===== src/rtl/pll_dri_master_pkg.sv =====
`default_nettype none
// ============================================================================
// Module      : pll_dri_master_pkg
// Description : Shared definitions for the PLL DRI (APB-style) master:
//               FSM state encoding, DRI_CTRL bit positions and the width of
//               the ACCESS-phase timeout counter.
// Revision    : 1.0 - initial release
// ============================================================================
package pll_dri_master_pkg;

    // Host-access sequencer states
    typedef enum logic [1:0] {
        ST_IDLE   = 2'd0,
        ST_SETUP  = 2'd1,
        ST_ACCESS = 2'd2,
        ST_DONE   = 2'd3
    } state_t;

    // DRI_CTRL layout: {PSEL, PENABLE, PWRITE, PADDR[7:0]}
    localparam int C_CTRL_W           = 11;
    localparam int C_CTRL_PSEL_BIT    = 10;
    localparam int C_CTRL_PENABLE_BIT = 9;
    localparam int C_CTRL_PWRITE_BIT  = 8;
    localparam int C_CTRL_PADDR_MSB   = 7;
    localparam int C_CTRL_PADDR_LSB   = 0;

    // ACCESS-cycle counter width (TIMEOUT legal range 1..1023)
    localparam int C_CNT_W = 10;

endpackage : pll_dri_master_pkg
`default_nettype wire


===== src/rtl/pll_dri_master.sv =====
`default_nettype none
// ============================================================================
// Module      : pll_dri_master
// Description : Bridges a simple REQ/ACK host port onto the PLL DRI (APB-like)
//               register bus. Each access runs IDLE -> SETUP -> ACCESS -> DONE,
//               with an ACCESS-phase timeout that completes the access with ERR.
// Ports       : CLK/RESET          - clock, asynchronous active-high reset
//               REQ/WE/ADDR/WDATA  - host request (held until ACK)
//               ACK/RDATA/ERR      - host completion, read data, timeout flag
//               IRQ                - DRI_INTERRUPT delayed by one clock
//               DRI_CLK/DRI_CTRL/DRI_WDATA/DRI_RDATA/DRI_ARST_N/DRI_INTERRUPT
//                                  - PLL DRI bus
// Revision    : 1.0 - initial release
// ============================================================================
module pll_dri_master
    import pll_dri_master_pkg::*;
#(
    parameter int TIMEOUT = 255
) (
    input  logic        CLK,
    input  logic        RESET,
    input  logic        REQ,
    input  logic        WE,
    input  logic [7:0]  ADDR,
    input  logic [31:0] WDATA,
    output logic        ACK,
    output logic [31:0] RDATA,
    output logic        ERR,
    output logic        IRQ,
    output logic        DRI_CLK,
    output logic [10:0] DRI_CTRL,
    output logic [32:0] DRI_WDATA,
    input  logic [32:0] DRI_RDATA,
    output logic        DRI_ARST_N,
    input  logic        DRI_INTERRUPT
);

    // Counter value seen during the TIMEOUT-th ACCESS cycle
    localparam logic [C_CNT_W-1:0] C_TIMEOUT_LAST = C_CNT_W'(TIMEOUT - 1);

    state_t               r_state;
    state_t               w_next;
    logic [1:0]           r_arst_sync;
    logic                 r_we;
    logic [7:0]           r_addr;
    logic [31:0]          r_wdata;
    logic [31:0]          r_rdata;
    logic [C_CNT_W-1:0]   r_cnt;
    logic                 r_err;
    logic                 r_irq;

    logic                 w_pready;
    logic                 w_timeout;
    logic                 w_start;
    logic                 w_sel;
    logic                 w_enable;

    assign w_pready  = DRI_RDATA[32];
    assign w_timeout = (r_cnt == C_TIMEOUT_LAST);
    // DRI reset must be released before any access may begin
    assign w_start   = REQ & r_arst_sync[1];

    // ------------------------------------------------------------------------
    // DRI reset release: asserts with RESET, deasserts on the 2nd edge after
    // ------------------------------------------------------------------------
    always_ff @(posedge CLK or posedge RESET) begin
        if (RESET) begin
            r_arst_sync <= 2'b00;
        end else begin
            r_arst_sync <= {r_arst_sync[0], 1'b1};
        end
    end

    // ------------------------------------------------------------------------
    // FSM state register
    // ------------------------------------------------------------------------
    always_ff @(posedge CLK or posedge RESET) begin
        if (RESET) begin
            r_state <= ST_IDLE;
        end else begin
            r_state <= w_next;
        end
    end

    // ------------------------------------------------------------------------
    // FSM next-state and bus strobes
    // ------------------------------------------------------------------------
    always_comb begin
        w_next   = r_state;
        w_sel    = 1'b0;
        w_enable = 1'b0;
        case (r_state)
            ST_IDLE: begin
                if (w_start) begin
                    w_next = ST_SETUP;
                end
            end
            ST_SETUP: begin
                w_sel  = 1'b1;
                w_next = ST_ACCESS;
            end
            ST_ACCESS: begin
                w_sel    = 1'b1;
                w_enable = 1'b1;
                if (w_pready || w_timeout) begin
                    w_next = ST_DONE;
                end
            end
            ST_DONE: begin
                w_next = ST_IDLE;
            end
            default: begin
                w_next = ST_IDLE;
            end
        endcase
    end

    // ------------------------------------------------------------------------
    // Datapath: host capture, ACCESS counter, read data and error flag
    // ------------------------------------------------------------------------
    always_ff @(posedge CLK or posedge RESET) begin
        if (RESET) begin
            r_we    <= 1'b0;
            r_addr  <= 8'h00;
            r_wdata <= 32'h0;
            r_rdata <= 32'h0;
            r_cnt   <= '0;
            r_err   <= 1'b0;
            r_irq   <= 1'b0;
        end else begin
            r_irq <= DRI_INTERRUPT;
            case (r_state)
                ST_IDLE: begin
                    // Counter and error are cleared so SETUP always starts fresh
                    r_cnt <= '0;
                    r_err <= 1'b0;
                    if (w_start) begin
                        r_we    <= WE;
                        r_addr  <= ADDR;
                        r_wdata <= WDATA;
                    end
                end
                ST_ACCESS: begin
                    r_cnt <= r_cnt + C_CNT_W'(1);
                    // PREADY takes priority over a coincident timeout
                    if (w_pready) begin
                        r_err <= 1'b0;
                        if (!r_we) begin
                            r_rdata <= DRI_RDATA[31:0];
                        end
                    end else if (w_timeout) begin
                        r_err <= 1'b1;
                    end
                end
                default: begin
                end
            endcase
        end
    end

    // ------------------------------------------------------------------------
    // Outputs
    // ------------------------------------------------------------------------
    always_comb begin
        DRI_CTRL                                      = '0;
        DRI_CTRL[C_CTRL_PSEL_BIT]                     = w_sel;
        DRI_CTRL[C_CTRL_PENABLE_BIT]                  = w_enable;
        DRI_CTRL[C_CTRL_PWRITE_BIT]                   = w_sel & r_we;
        DRI_CTRL[C_CTRL_PADDR_MSB:C_CTRL_PADDR_LSB]   = w_sel ? r_addr : 8'h00;
    end

    assign ACK        = (r_state == ST_DONE);
    assign ERR        = (r_state == ST_DONE) & r_err;
    assign RDATA      = r_rdata;
    assign IRQ        = r_irq;
    assign DRI_CLK    = CLK;
    assign DRI_WDATA  = {1'b0, r_wdata};
    assign DRI_ARST_N = r_arst_sync[1];

endmodule : pll_dri_master
`default_nettype wire


===== config.mk =====
export PLATFORM = sky130hd
export DESIGN_NAME = pll_dri_master
export DESIGN_NICKNAME = d
export VERILOG_FILES = /design/src/rtl/pll_dri_master_pkg.sv /design/src/rtl/pll_dri_master.sv
export SDC_FILE = /design/constraint.sdc
export NUM_CORES = 1
export LEC_CHECK = 0
export ABC_AREA = 1
export ABC_CLOCK_PERIOD_IN_PS = 4300
export CAP_MARGIN = 10
export CELL_PAD_IN_SITES_DETAIL_PLACEMENT = 1
export CELL_PAD_IN_SITES_GLOBAL_PLACEMENT = 2
export CORE_ASPECT_RATIO = 0.5
export CORE_MARGIN = 3
export CORE_UTILIZATION = 30
export CTS_BUF_LIST = sky130_fd_sc_hd__clkbuf_8
export DETAILED_ROUTE_END_ITERATION = 16
export GPL_TIMING_DRIVEN = 0
export PLACE_DENSITY_LB_ADDON = 0.2
export SLEW_MARGIN = 0
export SYNTH_ARGS = -nofsm -noshare
export SYNTH_HDL_FRONTEND = slang
export SYNTH_SLANG_ARGS = --single-unit
export TNS_END_PERCENT = 50

===== constraint.sdc =====
create_clock -name CLK -period 4.3 [get_ports CLK]
set_input_delay 0.86 -clock CLK [delete_from_list [all_inputs] [get_ports CLK]]
set_output_delay 0.86 -clock CLK [all_outputs]
set_load 0.01 [all_outputs]

==> key figures, run 1 <==
Clocking
  – CTS resizes: 0
  – CTS tree: built
  – Post-CTS setup buffer count: 0
  – Hold_buf cts: 0
  – Clk pin slew, worst setup/hold paths: 0.09 ns
  – Clk Latency, worst-skew pair: 0.46 ns

Place
  – Post-detail-place hpwl: 7430 um
  – Port Buffers: 157
  – Routability Congestion: 0.708
  – Pre-CTS setup slack: 0.728 ns

Floorplan
  – Starting Density: 31.3%
  – Total die area: 0.0140 mm^2
  – Die height: 85.2 um
  – # IOs: 159
  – Chip width: 164 um
  – Core area: 0.0121 mm^2
  – Row count: 28

Synthesis
  – Synth Warn #: 0
  – Synth cell count leaders: 89 x dfrtp_1, 39 x mux2_2, 36 x nand2_1
  – Largest area contributor in the netlist: dfrtp_1
  – Syn_nets: 363
  – Dominant synthesized flop cell: dfrtp_1
  – Most frequent cell after synthesis: dfrtp_1
  – Number of enable flip-flop cells after synthesis: 0
  – Seq/Total Area, Yosys: 59.1%
  – Syn Inst Count: 280
  – Mean Syn Cell Area: 13.5 um^2
  – Synth top area share: 59.1%
  – Synthesized cell area: 0.00377 mm^2
  – Synth cell types: 21
  – Number of synthesized register bits: 89
  – Ranking of synthesized cells by area: dfrtp_1 59%, mux2_4 12%, mux2_2 12%
  – Ys async rst share: 100%

Worst setup path
  – Critical path peak fanout: 3
  – Setup crit end kind: output pin
  – Most frequent CP cell: clkbuf_8
  – Crit path cell chain: clkbuf_8 > clkbuf_8 > buf_4 > clkdlybuf4s50_1
  – CP max-delay cell: clkdlybuf4s50_1
  – Critical path required time: 3.44 ns
  – Crit path kind: clock port to output pin
  – Top delay family on crit path: buffers and inverters
  – Data arrival, critical path: 2.97 ns
  – Nature of the critical path startpoint: clock port
  – Slowest stage delay, CP: 0.48 ns
  – Critical path buffers and inverters: 4

Layout
  – Layout cells sized above 1: 22.8%
  – Final design utilization: 48.6%
  – Fillers: 1280
  – Area occupied by multi-input gates: 0.00133 mm^2
  – Reg area: 0.00223 mm^2
  – NumNets Final: 535
  – P&R area growth vs syn: 55.3%

Power
  – Comb power frac: 46.6%
  – Static Leak: 2.69 nW
  – Pwr dens: 704 mW/mm^2
  – Clock share of power: 19.0%
  – Sw power: 1.28 mW
  – Max IR drop VDD: 368 uV
  – Flop pwr share: 34.4%
  – Sw Share: 31.2%
  – Internal Power: 2.83 mW

STA
  – Final WS setup: 0.468 ns
  – RSZ-0062 raised after global routing: false
  – Final hold violation count: 0
  – Final Skew: 0.0111 ns
  – Max-slew violation count: 0
  – # setup viols final: 0

Drt
  – Initial drt markers: 67
  – Wire length per cell: 15.5 um
  – Final Routed Wirelength: 9650 um
  – Vias/cell: 4.30
  – First-pass DRT Iterations: 4
  – Final ANT Viol Nets: 0
  – Remaining DRCs: 0
  – Vias post-DR: 2679

Global routing
  – Vias in the first global route: 3101
  – Largest net degree at the start of global routing: 54
  – First-pass GRT wire length: 15900 um
  – GRT Residual Overflow: 0
  – Initial antenna violation count: 1
  – GR Util All Layers: 14.6%

Run status
  – Status: complete, no violations

Run
  – Max-cap viol count: 0

Worst hold path
  – Worst Hold Class: register to register
-- final timing paths --
check	cells after the start	start	end	slack (ns)
worst min register to register	0	r_arst_sync[0]	r_arst_sync[1]	0.35
max in group asynchronous	3	RESET	r_arst_sync[0]	2.90
worst min-delay path	0	r_arst_sync[0]	r_arst_sync[1]	0.35
min in group asynchronous	2	RESET	RDATA[14]	0.78
worst max register to register	5	r_state[0]	r_addr[0]	2.60
worst max-delay path	4	CLK	DRI_CLK	0.47
-- logic make-up after synthesis --
kind of cell	Yosys count	share of synthesized area, %
AOI/OAI and AO/OA	12	1.59
adders and majority gates	5	1.66
buffers and inverters	38	5.61
DFF	89	59.1
muxes	73	24.8
other	2	0.199
and+or+nand+nor	61	7.01
-- worst register-to-register path: cells and delay by family, from the launching register on --
family	cells	cell delay (ns)
DFF	1	0.38
buffers and inverters	2	0.37
muxes	1	0.37
adders and majority gates	1	0.25
and+or+nand+nor	1	0.21
-- routing by layer --
layer  vias up  part of all wire [%]  global-route usage, %
met3         8                   9.0                   7.61
met2        82                    53                   26.4
li1       1257                     -                      -
met5         -                     0                      0
met1      1332                    37                   15.2
met4         0                  0.73                   3.50
-- metrics by stage --
step | std cells | total power [mW] | TNS [ns] | hold WS, ns | instance area [um^2]
after floorplan | 280 | 2.35 | 0 | 0.331 | 3770
after global placement | 602 | 3.35 | -19.82 | 0.335 | 5550
after detailed placement | 603 | 3.43 | 0 | 0.336 | 5580
after CTS | 622 | 4.20 | 0 | 0.358 | 5850
after global routing | 623 | 4.40 | 0 | 0.366 | 5850
final | 623 | 4.12 | 0 | 0.354 | 5850
-- state kept, by name, indices dropped and copies added, names as in the netlist --
signal / flops
IRQ: 1
RDATA: 32
r_addr: 8
r_arst_sync: 2
r_cnt: 10
r_err: 1
r_state: 2
r_wdata: 32
r_we: 1
-- power by group through the flow --
stage                     registers (mW)  clock network (mW)  logic [mW]
final                               1.42               0.781        1.92
after floorplan                     1.55              0.0192       0.781
after global routing                1.47               0.848        2.08
after global placement              1.41              0.0365        1.90
after CTS                           1.42               0.815        1.96
after detailed placement            1.44              0.0365        1.95
-- placed cells by master (no fill, tap or decap), drive strengths merged --
cell type,synthesis,routed
nand4,1,1
conb,2,2
nand3,11,11
ha,5,5
clkdlybuf4s50,0,157
diode,0,1
nand2,37,37
o21ai,8,8
clkbuf,1,13
mux2,73,73
nor2,11,11
clkinv,0,1
bufinv,0,2
buf,11,12
nand3b,1,1
dfrtp,89,89
a21oi,4,4
inv,26,30
-- area by class of cell --
class / count / share of cell area (%)
multi-input cells: 153 / 22.7
plain buffers: 12 / 1.95
clock inverters: 7 / 1.86
inverters: 26 / 1.71
diodes: 1 / 0.0428
flip-flops and latches: 89 / 38.1
clock buffers: 13 / 2.99
well taps: 165 / 3.53
repair buffers: 157 / 27.2
Note: power is estimated with default switching activity, not from simulation.
==> run 2, diff against run 1 <==
- PLACE_DENSITY_LB_ADDON: 0.2 -> 0.1
==> key figures, run 2 (synthesis gave the netlist of run 1 again) <==
Power
  – Static Leak: 2.66 nW
  – Pwr dens: 686 mW/mm^2
  – Total Power Consumption: 3.98 mW
  – Max IR drop VDD: 261 uV

Worst hold path
  – Worst Hold Class: register to register

STA
  – RSZ-0062 raised after global routing: false
  – Setup TNS: 0 ns
  – Final hold violation count: 0
  – Tightest Pin Transition: 0.502 ns
  – # setup viols final: 0
  – Final Skew: 0.0140 ns
  – Slew margin rel.: 66.5%
  – Max-slew violation count: 0
  – Final WS setup: 0.480 ns

Floorplan
  – Core area: 0.0121 mm^2
  – Die height: 85.2 um
  – Row count: 28
  – Total die area: 0.0140 mm^2
  – Chip width: 164 um
  – Starting Density: 31.3%
  – # IOs: 159

Drt
  – Wire length per cell: 15.5 um
  – Remaining DRCs: 0
  – Final ANT Viol Nets: 0
  – First-pass DRT Iterations: 3
  – Vias post-DR: 2699
  – Initial drt markers: 101
  – Final Routed Wirelength: 9670 um
  – Vias/cell: 4.34

Layout
  – P&R area growth vs syn: 53.9%
  – Number of diodes: 0
  – Design area: 0.00580 mm^2
  – Layout cells sized above 1: 22.5%
  – NumNets Final: 535
  – Reg area: 0.00223 mm^2
  – Commonest cells after routing, fill and taps aside: 157 x clkdlybuf4s50_1, 89 x dfrtp_1, 39 x mux2_2
  – Fillers: 1272
  – Area occupied by multi-input gates: 0.00133 mm^2
  – Final instance count without filler cells: 622
  – Most common cell after layout, fill and taps aside: clkdlybuf4s50_1

Global routing
  – GRT Residual Overflow: 0
  – Vias in the first global route: 3129
  – First-pass GRT wire length: 15700 um
  – Initial antenna violation count: 0
  – GR Util All Layers: 14.6%
  – Largest net degree at the start of global routing: 54

Clocking
  – Hold_buf cts: 0
  – Clk pin slew, worst setup/hold paths: 0.08 ns
  – CTS tree: built
  – CTS resizes: 0
  – Clk Latency, worst-skew pair: 0.46 ns
  – Post-CTS setup buffer count: 0

Place
  – Port Buffers: 157
  – Routability Congestion: 0.740
  – Post-detail-place hpwl: 7470 um
  – Pre-CTS setup slack: 0.728 ns
  – Inst Count DP: 603
  – Cell Area, Placed: 0.00558 mm^2

Worst setup path
  – Critical path required time: 3.44 ns
  – Nature of the critical path startpoint: clock port
  – Slowest stage delay, CP: 0.47 ns
  – Setup crit end kind: output pin
  – Crit path kind: clock port to output pin
  – Critical path peak fanout: 2
  – CP max-delay cell: clkdlybuf4s50_1
  – Crit path cell chain: clkbuf_8 > clkbuf_8 > buf_4 > clkdlybuf4s50_1
  – Most frequent CP cell: clkbuf_8
  – Data arrival, critical path: 2.96 ns

Run status
  – Status: complete, no violations

Run
  – Max-cap viol count: 0
run 2: changes by cell type in the layout (fill, tap and decap cells not counted):
cell        previous run  this run
inv_1                 24        25
diode_2                1         0
clkbuf_8              12        13
clkinvlp_4             0         3
inv_6                  2         1
bufinv_16              2         0
inv_8                  2         0
run 2: stage by stage:
stage          hold WS, ns  util [%]
2_1_floorplan        0.331         -
3_3_place_gp         0.335      46.0
3_5_place_dp         0.345      46.3
4_1_cts              0.364      48.1
5_1_grt              0.374      48.1
6_report             0.358      48.1
run 2: area by class of cell:
type,count,share of cell area [%]
clock inverters,6,0.755
well taps,165,3.56
plain buffers,12,1.96
inverters,26,1.73
clock buffers,14,3.26
flip-flops and latches,89,38.4
multi-input cells,153,22.9
repair buffers,157,27.4
run 2: path summary, 6_finish.rpt:
| path | startpoint | endpoint | slack, ns | cells after the start |
|---|---|---|---|---|
| hold / removal | r_arst_sync[0] | r_arst_sync[1] | 0.36 | 0 |
| hold reg to reg | r_arst_sync[0] | r_arst_sync[1] | 0.36 | 0 |
| setup / recovery | CLK | DRI_CLK | 0.48 | 4 |
| max in group asynchronous | RESET | r_wdata[24] | 2.87 | 3 |
| setup reg to reg | r_state[0] | RDATA[18] | 2.60 | 7 |
| min in group asynchronous | RESET | r_cnt[4] | 0.79 | 2 |
run 2: layer usage:
layer | GRT usage [%] | routed length (um)
met1 | 14.9 | 3600
met2 | 25.6 | 4980
met3 | 8.19 | 993
met4 | 4.72 | 91
met5 | 0 | 0
run 2: power by group:
part / leakage [nW] / internal (mW) / total, mW / switching [mW]
registers: 1.08 / 1.21 / 1.42 / 0.209
clock network: 0.117 / 0.313 / 0.643 / 0.330
logic: 1.46 / 1.20 / 1.92 / 0.721
total: 2.66 / 2.72 / 3.98 / 1.26
run 2: critical path: cells and delay by family:
kind | cells | cell delay [ns]
buffers and inverters | 4 | 0.82
